<file path="src/rtl/ext_mem_bridge.sv">
// ext_mem_bridge: bus-cycle sequencer between the 6502 datapath core and an
// external asynchronous SRAM. Each access runs IDLE -> SETUP -> STROBE x N ->
// HOLD, and the core gets exactly one cpu_ce pulse per completed access.
// Accesses start back-to-back while run_en is high, or one at a time from
// rising edges of the step button.
module ext_mem_bridge #(
  parameter int WAIT_CYCLES = 2
) (
  input  logic        clk,
  input  logic        rst_n,
  input  logic [15:0] cpu_addr,
  input  logic [7:0]  cpu_wdata,
  input  logic        cpu_rw,
  output logic [7:0]  cpu_rdata,
  output logic        cpu_ce,
  input  logic        run_en,
  input  logic        step,
  output logic [7:0]  mem_addr_l,
  output logic [7:0]  mem_addr_h,
  output logic [7:0]  mem_data_out,
  output logic        mem_data_oe,
  input  logic [7:0]  mem_data_in,
  output logic        mem_oe_n,
  output logic        mem_we_n,
  output logic        busy,
  output logic [15:0] bus_cycles
);

  // A strobe width of zero would give no strobe at all, so it is clamped to one.
  localparam int EFF_WAIT = (WAIT_CYCLES < 1) ? 1 : WAIT_CYCLES;
  localparam int CW       = (EFF_WAIT > 1) ? $clog2(EFF_WAIT) : 1;
  localparam logic [CW-1:0] CNT_LOAD = CW'(EFF_WAIT - 1);

  typedef enum logic [1:0] {
    S_IDLE,
    S_SETUP,
    S_STROBE,
    S_HOLD
  } state_e;

  state_e        state_q, state_d;
  logic [CW-1:0] cnt_q, cnt_d;
  logic [15:0]   addr_q, addr_d;
  logic [7:0]    wdata_q, wdata_d;
  logic          rw_q, rw_d;
  logic [7:0]    rdata_q, rdata_d;
  logic          ce_q, ce_d;
  logic          data_oe_q, data_oe_d;
  logic          oe_n_q, oe_n_d;
  logic          we_n_q, we_n_d;
  logic          busy_q, busy_d;
  logic [15:0]   bus_cycles_q, bus_cycles_d;
  logic          step_q;
  logic          pending_q, pending_d;
  logic          step_edge;

  assign step_edge = step & ~step_q;

  // Next-state, latched access fields, and the next value of every output flop.
  always_comb begin
    // NOTE: every signal gets a default before the case so no path leaves it
    // unassigned, which would otherwise infer a latch.
    state_d      = state_q;
    cnt_d        = cnt_q;
    addr_d       = addr_q;
    wdata_d      = wdata_q;
    rw_d         = rw_q;
    rdata_d      = rdata_q;
    bus_cycles_d = bus_cycles_q;
    pending_d    = pending_q | step_edge;

    case (state_q)
      S_IDLE: begin
        if (run_en || pending_q) begin
          addr_d    = cpu_addr;
          wdata_d   = cpu_wdata;
          rw_d      = cpu_rw;
          // Starting an access consumes any pending step, including an edge
          // arriving in this same cycle.
          pending_d = 1'b0;
          state_d   = S_SETUP;
        end
      end
      S_SETUP: begin
        cnt_d   = CNT_LOAD;
        state_d = S_STROBE;
      end
      S_STROBE: begin
        if (cnt_q == '0) begin
          state_d      = S_HOLD;
          bus_cycles_d = bus_cycles_q + 16'd1;
          if (rw_q) begin
            rdata_d = mem_data_in;
          end
        end else begin
          cnt_d = cnt_q - CW'(1);
        end
      end
      S_HOLD: begin
        state_d = S_IDLE;
      end
      default: begin
        state_d = S_IDLE;
      end
    endcase

    // Outputs are decoded from the next state so the flops line up with state_q.
    ce_d      = (state_d == S_HOLD);
    oe_n_d    = !((state_d == S_STROBE) && rw_d);
    we_n_d    = !((state_d == S_STROBE) && !rw_d);
    data_oe_d = (state_d != S_IDLE) && !rw_d;
    busy_d    = (state_d != S_IDLE);
  end

  // State and output registers with synchronous reset; reset aborts any access.
  always_ff @(posedge clk) begin
    // NOTE: non-blocking assignments so every flop samples pre-edge values.
    if (!rst_n) begin
      state_q      <= S_IDLE;
      cnt_q        <= '0;
      addr_q       <= '0;
      wdata_q      <= '0;
      rw_q         <= 1'b1;
      rdata_q      <= '0;
      ce_q         <= 1'b0;
      data_oe_q    <= 1'b0;
      oe_n_q       <= 1'b1;
      we_n_q       <= 1'b1;
      busy_q       <= 1'b0;
      bus_cycles_q <= '0;
      step_q       <= 1'b0;
      pending_q    <= 1'b0;
    end else begin
      state_q      <= state_d;
      cnt_q        <= cnt_d;
      addr_q       <= addr_d;
      wdata_q      <= wdata_d;
      rw_q         <= rw_d;
      rdata_q      <= rdata_d;
      ce_q         <= ce_d;
      data_oe_q    <= data_oe_d;
      oe_n_q       <= oe_n_d;
      we_n_q       <= we_n_d;
      busy_q       <= busy_d;
      bus_cycles_q <= bus_cycles_d;
      step_q       <= step;
      pending_q    <= pending_d;
    end
  end

  assign cpu_rdata    = rdata_q;
  assign cpu_ce       = ce_q;
  assign mem_addr_l   = addr_q[7:0];
  assign mem_addr_h   = addr_q[15:8];
  assign mem_data_out = wdata_q;
  assign mem_data_oe  = data_oe_q;
  assign mem_oe_n     = oe_n_q;
  assign mem_we_n     = we_n_q;
  assign busy         = busy_q;
  assign bus_cycles   = bus_cycles_q;

endmodule

</file>
<file path="config.mk">
export PLATFORM = sky130hd
export DESIGN_NAME = ext_mem_bridge
export DESIGN_NICKNAME = d
export VERILOG_FILES = /design/src/rtl/ext_mem_bridge.sv
export SDC_FILE = /design/constraint.sdc
export NUM_CORES = 1
export LEC_CHECK = 0
export CAP_MARGIN = 20
export CORE_MARGIN = 3
export CORE_UTILIZATION = 45
export DETAILED_ROUTE_END_ITERATION = 7
export HOLD_SLACK_MARGIN = 0.02
export PLACE_DENSITY = 0.86
export SLEW_MARGIN = 20
export SYNTH_ARGS = -nofsm -noshare
export SYNTH_HDL_FRONTEND = slang
export SYNTH_SLANG_ARGS = --single-unit
</file>
<file path="constraint.sdc">
create_clock -name clk -period 3.25 [get_ports clk]
set_input_delay 0.4875 -clock clk [delete_from_list [all_inputs] [get_ports clk]]
set_output_delay 0.4875 -clock clk [all_outputs]
set_load 0.1 [all_outputs]
</file>
==> impl_metrics.py, run 1 <==
metrics = {
    "cts": {
        "ctsHtreeMaxLevel": 3,
        "numCtsBuffers": 9,
        "cts.sinks": 59,
        "cts_buffer_depth": 2,
        "clkLatencyLatePin_ns": 0.33,
        "cts_resized": 0,
        "hold_buffers": 0,
        "clk_pin_slew_ns": 0.06,
        "tritoncts": "yes",
        "cts_setup_buffers": 0,
        "cts_root_buffer": "clkbuf_8",
    },
    "die": {
        "initial_core_util_pct": 48.52,
        "fp.dieW_um": 76.15,
        "rows": 24,
        "die_y_um": 76.15,
        "core_um2": 4564,
        "die-area_um2": 5799,
        "io_pins": 90,
    },
    "route": {
        "drcViolationCount": 0,
        "first_iter_violations": 110,
        "wl_per_cell_um": 13.84,
        "final_antenna_net_count": 0,
        "dr.pass1.iters": 4,
        "via_count": 2112,
        "viasPerCell": 5.005,
        "drt-total-wl_um": 5839,
    },
    "logic_synthesis": {
        "synth_common_cells": "nand2_1 (65), dfxtp_1 (59), a21oi_1 (39)",
        "syn_area_um2": 2215,
        "syn-num-nets": 302,
        "yosys_warnings": 0,
        "synthFlopType": "dfxtp_1",
        "ys_seq_area_share_pct": 53.33,
        "synthTopCellsByArea": "dfxtp_1 (53%), nand2_1 (11%), a21oi_1 (8.8%)",
        "synth_xor_xnor_area_share_pct": 3.955,
        "synth-simple-area-share_pct": 24.63,
        "synthAdderAreaFrac_pct": 2.260,
        "async_flop_share_pct": 0,
        "synth-compound-area-share_pct": 10.79,
        "synth-edff-count": 0,
        "syn_inst": 261,
        "synth.most_common_cell": "nand2_1",
        "synth_cell_type_count": 31,
        "yosysTopAreaCell": "dfxtp_1",
        "syn_avg_cell_area_um2": 8.485,
        "ys_ff_latch": 59,
        "synth_top_family_by_area": "simple AND/OR/NAND/NOR gates",
        "synth.mux.area_fraction_pct": 1.808,
        "synth.top_cell.area_share_pct": 53.33,
    },
    "sta": {
        "setup_viol": 0,
        "post-route-period-util_pct": 72.28,
        "fin_crit_ns": 2.349,
        "rsz0062_at_grt": "false",
        "worst_pin_slew_ns": 1.005,
        "maxSlewHeadroom_pct": 32.78,
        "hold_viol_final": 0,
        "fin_tns_setup_ns": 0,
        "fmax_mhz": 425.7,
        "slew_violations": 0,
        "skew_ns": 0.006490,
    },
    "global_route": {
        "grt_antenna_before_repair": 0,
        "grt_pass1_vias": 2122,
        "grtUsageTotal_pct": 20.52,
        "overflow": 0,
        "grt_pass1_wl_um": 9611,
        "grt_max_degree": 28,
    },
    "power": {
        "peakVddDrop_v": 0.0005502,
        "leakagePower_uw": 0.001253,
        "power.density_nw_per_um2": 934.4,
    },
    "final_layout": {
        "register_area_um2": 1181,
        "syn2layout_area_growth_pct": 50.79,
        "layout.nets": 394,
        "n_fill_cell": 373,
        "antenna_cells": 0,
        "postLayoutCoreUtil_pct": 73.16,
        "multi_input_area_um2": 965.9,
        "layout-drive-gt1-share_pct": 9.244,
    },
    "critical_path": {
        "critical_path.top_delay_family": "buffers and inverters",
        "crit_buf_inv": 1,
        "crit_type": "flop to output port",
        "crit_path_start_kind": "flop",
        "path_max_fanout": 4,
        "cp_slowest_cell": "clkdlybuf4s50_1",
        "worstPathRequired_ns": 2.76,
        "crit_chain": "clkdlybuf4s50_1",
        "rrSetupSlack_ns": 1.18,
        "arrival_ns": 1.86,
        "cp-end-kind": "output port",
        "cpPeakStageDelay_ns": 1.15,
    },
    "place": {
        "post-dp-hpwl_um": 4077,
        "io_buffers": 89,
        "gp_congestion": 0.7630,
    },
    "worst_hold_path": {
        "hold_class": "flop to flop",
    },
    "run": {
        "cap_violations": 0,
    },
    "run_status": {
        "status": "completed",
    },
}
## stage by stage
stage | total power (uW) | hold slack, ns | area, um^2 | instances | setup slack [ns]
2_1_floorplan | 2110 | 0.4961 | 2215 | 261 | 0.9600
3_3_place_gp | 2452 | 0.4409 | 3146 | 407 | 1.255
3_5_place_dp | 2477 | 0.4470 | 3146 | 407 | 1.235
4_1_cts | 3144 | 0.4557 | 3339 | 422 | 0.8801
5_1_grt | 3254 | 0.4728 | 3339 | 422 | 0.8496
6_report | 3120 | 0.4544 | 3339 | 422 | 0.9008
## state kept, by name, summed over array words and instances (netlist names)
name and flops:
addr_q 16, mem_data_out 8, bus_cycles 16, cpu_ce 1, cnt_q 1, mem_we_n 1, rw_q 1, mem_data_oe 1
cpu_rdata 8, pending_q 1, state_q 2, step_q 1, busy 1, mem_oe_n 1
## power breakdown
part	switching (uW)	internal, uW
combinational	1150	368
sequential	83.7	860
clock	267	391
total	1500	1620
## path summary, 6_finish.rpt
kind	from	end	cells past startpoint
max	bus_cycles[7]	bus_cycles[7]	1
min	addr_q[7]	addr_q[7]	2
max reg2reg	state_q[0]	cpu_rdata[3]	6
min reg2reg	addr_q[7]	addr_q[7]	2
## routing by layer
layer	global-route usage (%)	wire, um
met5	0	0
met4	10.51	142
met3	5.201	294
met2	35.46	2904
met1	23.41	2498
## cell type report
| class | instances | area share, % |
|---|---|---|
| clock buffers | 13 | 4.758 |
| clock inverters | 2 | 1.049 |
| inverters | 7 | 0.7868 |
| multi-input cells | 183 | 28.92 |
| flip-flops and latches | 59 | 35.37 |
| well taps | 65 | 2.435 |
| repair buffers | 93 | 26.68 |
## cell usage in the layout, fill, tap and decap left out, drive strengths merged, types with 2 or more instances in the layout
cell,count
mux2i,4
a21oi,39
o21ai,3
nor4,2
nor2b,2
nand3,13
xnor2,8
clkbuf,13
nand3b,2
buf,16
nand2,65
nor2,17
dfxtp,59
clkinv,2
or3,2
nor3,5
ha,4
nand4,4
clkdlybuf4s50,77
o31ai,2
inv,6
or4,2
xor2,2
## worst min-delay path, stage by stage (launching register included)
cell and delay [ns]:
dfxtp_1 0.31, nand2_1 0.05, a21oi_1 0.05
## logic make-up after synthesis
kind of cell / count (synthesis)
AO/OA/AOI/OAI: 46
XOR/XNOR: 10
adder cells (fa/ha/maj): 4
buffers and inverters: 19
flip-flops: 59
multiplexers: 4
AND/OR/NAND/NOR: 119
Power figures use the tool's default switching activity.
==> run 2: changes to the inputs <==
--- a/config.mk
+++ b/config.mk
@@ -7,10 +7,10 @@
 export LEC_CHECK = 0
 export CAP_MARGIN = 20
 export CORE_MARGIN = 3
-export CORE_UTILIZATION = 45
+export CORE_UTILIZATION = 42
 export DETAILED_ROUTE_END_ITERATION = 7
 export HOLD_SLACK_MARGIN = 0.02
-export PLACE_DENSITY = 0.86
+export PLACE_DENSITY = 0.81
 export SLEW_MARGIN = 20
 export SYNTH_ARGS = -nofsm -noshare
 export SYNTH_HDL_FRONTEND = slang
==> constraint.sdc (replaced) <==
create_clock -name clk -period 2.4 [get_ports clk]
set_input_delay 0.36 -clock clk [delete_from_list [all_inputs] [get_ports clk]]
set_output_delay 0.36 -clock clk [all_outputs]
set_load 0.1 [all_outputs]
==> run 2 against run 1 <==
Compared with the run above: hold slack about the same; wire length decreased by 9.0%; utilization decreased by 8.0 points; final cell count increased by 0.24%; first-iteration DRC count decreased by 25%; via count decreased by 4.6%; sequential cell count unchanged; cell area decreased by 4.1%; clock skew decreased by 0.0019 ns; clock power increased by 8.5%; non-clock buffer count increased by 1; sequential power increased by 36%; critical endpoint is now bus_cycles[13]; largest cell class unchanged; largest power group unchanged.
==> impl_metrics.py, run 2 (synthesis gave the netlist of run 1 again) <==
metrics = {
    "global_route": {
        "grt_antenna_before_repair": 0,
        "grt_pass1_wl_um": 8694,
        "top_usage_layer": "met2",
        "grt_max_degree": 30,
        "grtUsageTotal_pct": 17.72,
        "grtUsageMet1_pct": 21.75,
        "use_met3_pct": 3.784,
        "met2_usage_pct": 29.46,
        "overflow": 0,
        "grt_pass1_vias": 1886,
    },
    "route": {
        "drt-total-wl_um": 5316,
        "wl_per_cell_um": 12.57,
        "viasPerCell": 4.764,
        "first_iter_violations": 83,
        "via_count": 2015,
        "dr.pass1.iters": 4,
        "final_antenna_net_count": 0,
        "drcViolationCount": 0,
    },
    "place": {
        "gp_congestion": 0.8078,
        "post-dp-hpwl_um": 3825,
        "io_buffers": 89,
    },
    "final_layout": {
        "layout.nets": 395,
        "antenna_cells": 0,
        "syn2layout_area_growth_pct": 44.58,
        "final_common_cell": "nand2_1",
        "layout-drive-gt1-share_pct": 20.22,
        "final_cell_mix": "nand2_1 (65), dfxtp_1 (59), buf_4 (58)",
    },
    "cts": {
        "tritoncts": "yes",
        "clkLatencyLatePin_ns": 0.31,
        "cts_buffer_depth": 2,
        "cts_setup_buffers": 0,
        "cts.sinks": 59,
        "hold_buffers": 0,
        "clk_pin_slew_ns": 0.06,
        "cts_resized": 0,
        "numCtsBuffers": 9,
        "ctsHtreeMaxLevel": 3,
        "cts_root_buffer": "clkbuf_8",
    },
    "critical_path": {
        "cp-end-kind": "flop",
        "critical_path.top_delay_family": "simple AND/OR/NAND/NOR gates",
        "worstPathRequired_ns": 2.65,
        "cp_slowest_cell": "or4_1",
        "crit_chain": "inv_1, ha_1, and3b_1, nand4_1, or4_1, a21oi_1",
        "crit_type": "flop to flop",
        "crit_buf_inv": 1,
        "cpPeakStageDelay_ns": 0.53,
        "arrival_ns": 2.08,
        "crit_path_start_kind": "flop",
        "path_max_fanout": 6,
    },
    "sta": {
        "setup_viol": 0,
        "fin_crit_ns": 1.839,
        "fmax_mhz": 543.7,
        "slew_violations": 0,
        "worst_pin_slew_ns": 0.4867,
        "whs_ns": 0.4548,
        "skew_ns": 0.004606,
        "post-route-period-util_pct": 76.63,
        "rsz0062_at_grt": "false",
        "fin_tns_setup_ns": 0,
        "hold_viol_final": 0,
        "maxSlewHeadroom_pct": 67.55,
    },
    "power": {
        "peakVddDrop_v": 0.0007747,
        "power.density_nw_per_um2": 1248,
        "internal_power_uw": 2009,
        "power.switching_uw": 1989,
        "clock_power_share_pct": 17.9,
        "switching_share_pct": 49.75,
        "pwr-share-comb_pct": 50.1,
        "pwr-share-seq_pct": 32.0,
        "leakagePower_uw": 0.001306,
    },
    "run_status": {
        "status": "completed",
    },
    "die": {
        "core_um2": 4911,
        "die-area_um2": 6180,
        "initial_core_util_pct": 45.10,
        "io_pins": 90,
        "rows": 25,
        "die_y_um": 78.62,
        "fp.dieW_um": 78.62,
    },
    "run": {
        "cap_violations": 0,
    },
    "worst_hold_path": {
        "hold_class": "flop to flop",
    },
}
## run 2: changes by cell type in the layout (fill, tap and decap cells not counted), sizes merged
cell           previous run  this run
bufinv                    1         0
clkinv                    2         1
clkdlybuf4s50            77        36
buf                      16        58
## run 2: worst paths after layout
kind	endpoint	from	cells past startpoint	slack, ns
max	bus_cycles[13]	state_q[0]	6	0.56
min	addr_q[3]	addr_q[3]	2	0.45
max reg2reg	bus_cycles[13]	state_q[0]	6	0.56
min reg2reg	addr_q[3]	addr_q[3]	2	0.45
## run 2: area by class of cell
type	instances	area (um^2)
inverters	7	26.28
well taps	67	83.83
fillers	416	1709
clock buffers	13	148.9
repair buffers	94	795.8
flip-flops and latches	59	1181
multi-input cells	183	965.9
## run 2: per-layer routing
metal  wire (um)  share of wire [%]  vias to the layer above
li1            -                  -                     1055
met1        2420                 46                      901
met3         282                5.3                        6
met4          52               0.98                        0
met5           0                  0                        -
met2        2561                 48                       53
## run 2: stage by stage
step	power [uW]	util (%)	cells	cell area [um^2]	setup WS (ns)
2_1_floorplan	2857	-	261	2215	0.1100
3_3_place_gp	3292	62.17	410	3053	0.6431
3_5_place_dp	3313	62.17	410	3053	0.5792
4_1_cts	4032	65.20	423	3202	0.5582
5_1_grt	4195	65.20	423	3202	0.4274
6_report	3997	65.20	423	3202	0.5609
## run 2: worst min-delay path: stages (launching register included)
cell and delay [ns]:
dfxtp_1 0.31, nand2_1 0.05, a21oi_1 0.05
## run 2: power by group through the flow
stage	logic (uW)	registers, uW	clock network (uW)
6_report	2000	1280	714
3_3_place_gp	2000	1290	0
3_5_place_dp	2020	1300	0
5_1_grt	2110	1310	780
4_1_cts	2020	1280	733
2_1_floorplan	483	2370	0
